[src/rtl/dp_ram.sv]
// True dual-port synchronous RAM with a post-reset clear sequencer, selectable
// same-port read-during-write behaviour, optional output register and collision flag.
module dp_ram #(
  parameter int WIDTH   = 8,
  parameter int ADDR    = 4,
  parameter int MODE    = 0,
  parameter int OUT_REG = 0
) (
  input  logic             clk,
  input  logic             rst,
  input  logic             en_a,
  input  logic             we_a,
  input  logic [ADDR-1:0]  addr_a,
  input  logic [WIDTH-1:0] din_a,
  output logic [WIDTH-1:0] dout_a,
  output logic             valid_a,
  input  logic             en_b,
  input  logic             we_b,
  input  logic [ADDR-1:0]  addr_b,
  input  logic [WIDTH-1:0] din_b,
  output logic [WIDTH-1:0] dout_b,
  output logic             valid_b,
  output logic             busy,
  output logic             collision
);

  localparam int DEPTH = 1 << ADDR;

  typedef enum logic {S_CLEAR, S_RUN} state_t;

  state_t           state;
  logic [ADDR:0]    clr_cnt;
  logic [ADDR:0]    clr_next;
  logic [WIDTH-1:0] mem [DEPTH];

  logic             acc_a, acc_b;
  logic [WIDTH-1:0] d1_a, d1_b;
  logic             v1_a, v1_b, c1;

  // Extra counter bit flags the end of the sweep without wrapping back to 0.
  assign clr_next = clr_cnt + (ADDR+1)'(1);
  assign busy     = (state == S_CLEAR);
  assign acc_a    = (state == S_RUN) && en_a;
  assign acc_b    = (state == S_RUN) && en_b;

  always_ff @(posedge clk) begin
    if (rst) begin
      state   <= S_CLEAR;
      clr_cnt <= '0;
    end else if (state == S_CLEAR) begin
      clr_cnt <= clr_next;
      if (clr_next[ADDR]) state <= S_RUN;
    end
  end

  // Port A is written after port B so it wins a same-address double write.
  always_ff @(posedge clk) begin
    if (!rst) begin
      if (state == S_CLEAR) begin
        mem[clr_cnt[ADDR-1:0]] <= '0;
      end else begin
        if (acc_b && we_b) mem[addr_b] <= din_b;
        if (acc_a && we_a) mem[addr_a] <= din_a;
      end
    end
  end

  // Array reads see pre-write contents, so a reading port always gets old data.
  always_ff @(posedge clk) begin
    if (rst) begin
      d1_a <= '0;
      d1_b <= '0;
      v1_a <= 1'b0;
      v1_b <= 1'b0;
      c1   <= 1'b0;
    end else begin
      v1_a <= acc_a && !(we_a && MODE == 2);
      v1_b <= acc_b && !(we_b && MODE == 2);
      c1   <= acc_a && acc_b && (addr_a == addr_b) && (we_a || we_b);
      if (acc_a) begin
        if (!we_a || MODE == 0) d1_a <= mem[addr_a];
        else if (MODE == 1)     d1_a <= din_a;
      end
      if (acc_b) begin
        if (!we_b || MODE == 0) d1_b <= mem[addr_b];
        else if (MODE == 1)     d1_b <= din_b;
      end
    end
  end

  generate
    if (OUT_REG != 0) begin : g_out_reg
      logic [WIDTH-1:0] d2_a, d2_b;
      logic             v2_a, v2_b, c2;

      always_ff @(posedge clk) begin
        if (rst) begin
          d2_a <= '0;
          d2_b <= '0;
          v2_a <= 1'b0;
          v2_b <= 1'b0;
          c2   <= 1'b0;
        end else begin
          d2_a <= d1_a;
          d2_b <= d1_b;
          v2_a <= v1_a;
          v2_b <= v1_b;
          c2   <= c1;
        end
      end

      assign dout_a    = d2_a;
      assign dout_b    = d2_b;
      assign valid_a   = v2_a;
      assign valid_b   = v2_b;
      assign collision = c2;
    end else begin : g_no_out_reg
      assign dout_a    = d1_a;
      assign dout_b    = d1_b;
      assign valid_a   = v1_a;
      assign valid_b   = v1_b;
      assign collision = c1;
    end
  endgenerate

endmodule

[config.mk]
export PLATFORM = sky130hd
export DESIGN_NAME = dp_ram
export DESIGN_NICKNAME = d
export VERILOG_FILES = /design/src/rtl/dp_ram.sv
export SDC_FILE = /design/constraint.sdc
export NUM_CORES = 1
export LEC_CHECK = 0
export CORE_ASPECT_RATIO = 1.75
export CORE_MARGIN = 2
export CORE_UTILIZATION = 33
export DETAILED_ROUTE_END_ITERATION = 8
export HOLD_SLACK_MARGIN = 0.03
export PLACE_DENSITY = 0.52
export SLEW_MARGIN = 0
export SYNTH_ARGS = -nofsm -noshare
export SYNTH_HDL_FRONTEND = slang
export SYNTH_SLANG_ARGS = --single-unit
[constraint.sdc]
create_clock -name clk -period 2.79 [get_ports clk]
set_input_delay 0.4185 -clock clk [delete_from_list [all_inputs] [get_ports clk]]
set_output_delay 0.4185 -clock clk [all_outputs]
set_load 0.02 [all_outputs]
==> run_results.csv <==
group,metric,value,unit
clock_tree,clock-root-buffer,"clkbuf_16",
finish,n_antenna_cell,0,
timing,hold_viol,0,
setup_path,cp_max_fo,8,
die,die_h,219.5,um
route,vias,6414,
clock_tree,hold_buffers,0,
placement,hpwl,21.49,mm
grt,grt_pass1_vias,6473,
yosys,synth_xor_area_share,0.8000,%
setup_path,worstSetupEndpointType,"flip-flop",
yosys,muxShareOfSynthArea,17.56,%
route,antenna_left,0,
yosys,netlist_instances,746,
yosys,synth_top_family_by_area,"multiplexers",
timing,tightest_slew,0.9853,ns
placement,globalplace.congestion,0.8860,
yosys,syn_area_per_cell,11.74,um2
setup_path,start_kind,"primary input",
timing,clock.fmax,422.5,MHz
yosys,yosysWarnings,0,
yosys,yosys.area_share.simple,13.33,%
yosys,syn_nets,777,
route,drcViolationCount,0,
setup_path,path_cells,"clkdlybuf4s50_1, and4b_1, buf_4, nor3b_1, a31oi_1, o21bai_1",
min_path,hold_end,"dout_b[0]",
yosys,syn_area,8758,um2
finish,nNetsFinal,846,
yosys,synth-async-reset-ratio,0,%
finish,postLayoutCellArea,10380,um2
placement,dpl_cell_area,9801,um2
clock_tree,cts_setup_buffers,0,
clock_tree,postCtsResizedCells,0,
finish,synthToLayoutAreaGrowth,18.50,%
finish,final_core_util,39.83,%
die,pin_count,50,
timing,hold_ws,0.4798,ns
yosys,ys_types,49,
finish,drive_gt1_share,24.28,%
setup_path,regToRegStartpoint,"state",
yosys,synth-edff-count,128,
setup_path,crit_family,"compound AO/OA/AOI/OAI gates",
status,status,"finished clean",
setup_path,critical_path_depth,6,
clock_tree,cts_tree,"built",
yosys,ys.flop_type,"edfxtp_1",
clock_tree,clk_latency,0.45,ns
setup_path,cp.required,2.86,ns
grt,grt_start_max_net_pins,31,
power,p_per_area,526.8,nW/um2
grt,grt_use_total,21.50,%
grt,grt_pass1_wl,42.58,mm
timing,fin_crit_sh,84.83,%
yosys,yosysSeqAreaShare,49.60,%
finish,layout_commonest_cell,"nand2_1",
route,drt_iter0_markers,674,
clock_tree,cts_buffer_depth,2,
timing,setup_slack,0.4234,ns
route,vias_per_cell,5.587,
placement,pre_cts_ws,-0.01122,ns
setup_path,cp.arrival,2.44,ns
setup_path,rrSetupSlack,0.46,ns
setup_path,reg2reg_depth,4,
power,cellLeakagePower,3.535,nW
die,rows,78,
yosys,synth_compound_area_share,14.01,%
yosys,synthAdderAreaFrac,0.1429,%
flow_run,cap_violations,0,
setup_path,crit_slowest_cell,"o21bai_1",
setup_path,path_buf_inv,2,
clock_tree,h-tree-depth,4,
timing,setup_violations,0,
route,wl,28.77,mm
timing,slew_violations,0,
grt,antenna_found_initial,0,
grt,overflow,0,
route,routedWlPerCell,25.06,um
clock_tree,cts_sinks,153,
min_path,hold_path_depth,2,
die,initial_core_util,33.61,%
power,peakVddDrop,0.3320,mV
setup_path,crit_type,"in -> reg",
die,core_area,26060,um2
yosys,ys_ff_latch,153,
timing,slew_headroom,34.31,%
timing,period_needed,2.367,ns
timing,fin_skew,0.007401,ns
die,dieArea,27910,um2
min_path,min_from,"dout_b[0]",
finish,nFillCells,2422,
setup_path,r2r-end,"mem[6][5]",
die,die_w,127.2,um
placement,portBuffers,49,
route,first_pass_iters,7,
min_path,hold_path_class,"reg -> reg",
finish,mostFrequentLayoutCells,"nand2_1 (151), o21ai_0 (129), edfxtp_1 (128), buf_4 (67), mux4_2 (48)",
power,power.total,5.467,mW
clock_tree,path_clk_slew,0.07,ns
clock_tree,numCtsBuffers,17,
setup_path,cpPeakStageDelay,0.81,ns
timing,rsz0062_at_grt,"no",
[cells in the mapped netlist, types with 5 or more instances]
cell type	number	area [um2]
buf_6	9	101.4
buf_2	16	80.08
clkbuf_1	30	112.6
o211ai_1	8	60.06
a21oi_1	9	45.04
buf_4	6	45.04
o21ai_0	129	645.6
nor2_1	11	41.29
xor2_1	5	43.79
a22oi_1	13	97.59
mux4_2	48	1081
edfxtp_1	128	3844
buf_1	6	22.52
inv_1	5	18.77
dfxtp_1	25	500.5
o21bai_1	21	157.7
nand2_1	151	566.8
a31oi_1	9	56.30
nor4_4	12	255.2
mux2_2	29	326.6
a222oi_1	5	50.05
mux2i_1	13	130.1
[sequential cells by signal, indices dropped and copies added, names as in the netlist]
name and flops:
clr_cnt 5, state 1, mem 128, dout_b 8, valid_a 1, valid_b 1, dout_a 8, collision 1
[metrics by stage]
stage                     std cells  setup TNS [ns]
after floorplan                 746               0
after global placement         1116               0
after detailed placement       1116        -0.08324
after CTS                      1148               0
after global routing           1148               0
final                          1148               0
[final cells by class]
cell class / instances / area [um2] / area share [%]
Tap cell: 320 / 400.4 / 3.858
Clock buffer: 19 / 442.9 / 4.268
Multi-Input combinational cell: 519 / 4015 / 38.69
Timing Repair Buffer: 118 / 1018 / 9.813
Clock inverter: 13 / 135.1 / 1.302
Inverter: 6 / 22.52 / 0.2170
Sequential cell: 153 / 4344 / 41.86
[power breakdown]
part	total, mW	internal (mW)	switching (mW)
registers	2.56	2.52	0.0468
clock network	2.32	1.28	1.04
logic	0.587	0.252	0.334
total	5.47	4.04	1.42
[worst min-delay path, stage by stage (launching register included)]
cell and delay, ns:
dfxtp_1 0.33, nand2_1 0.05, o211ai_1 0.06
[worst max-delay path by stage]
stage | from | slack, ns | endpoint
floorplan | rst | 0.53 | mem[6][0]
global placement | rst | 0.02 | mem[6][5]
detailed placement | rst | -0.01 | mem[6][6]
CTS | rst | 0.45 | mem[6][5]
global route | state | 0.30 | mem[6][7]
finish | rst | 0.42 | mem[6][5]
[layer usage]
metal	vias to the layer above	global-route usage (%)	wire, um
li1	2975	-	-
met1	3130	22.53	10150
met2	227	39.89	15760
met3	82	3.253	1124
met4	0	13.33	1738
met5	-	0	0
[cells by family after synthesis]
| kind of cell | Yosys count |
|---|---|
| and+or+nand+nor | 211 |
| buffers and inverters | 74 |
| muxes | 90 |
| adders and majority gates | 1 |
| AOI/OAI and AO/OA | 209 |
| DFF | 153 |
| xor gates and xnor gates | 8 |
(Power assumes the default switching activity.)
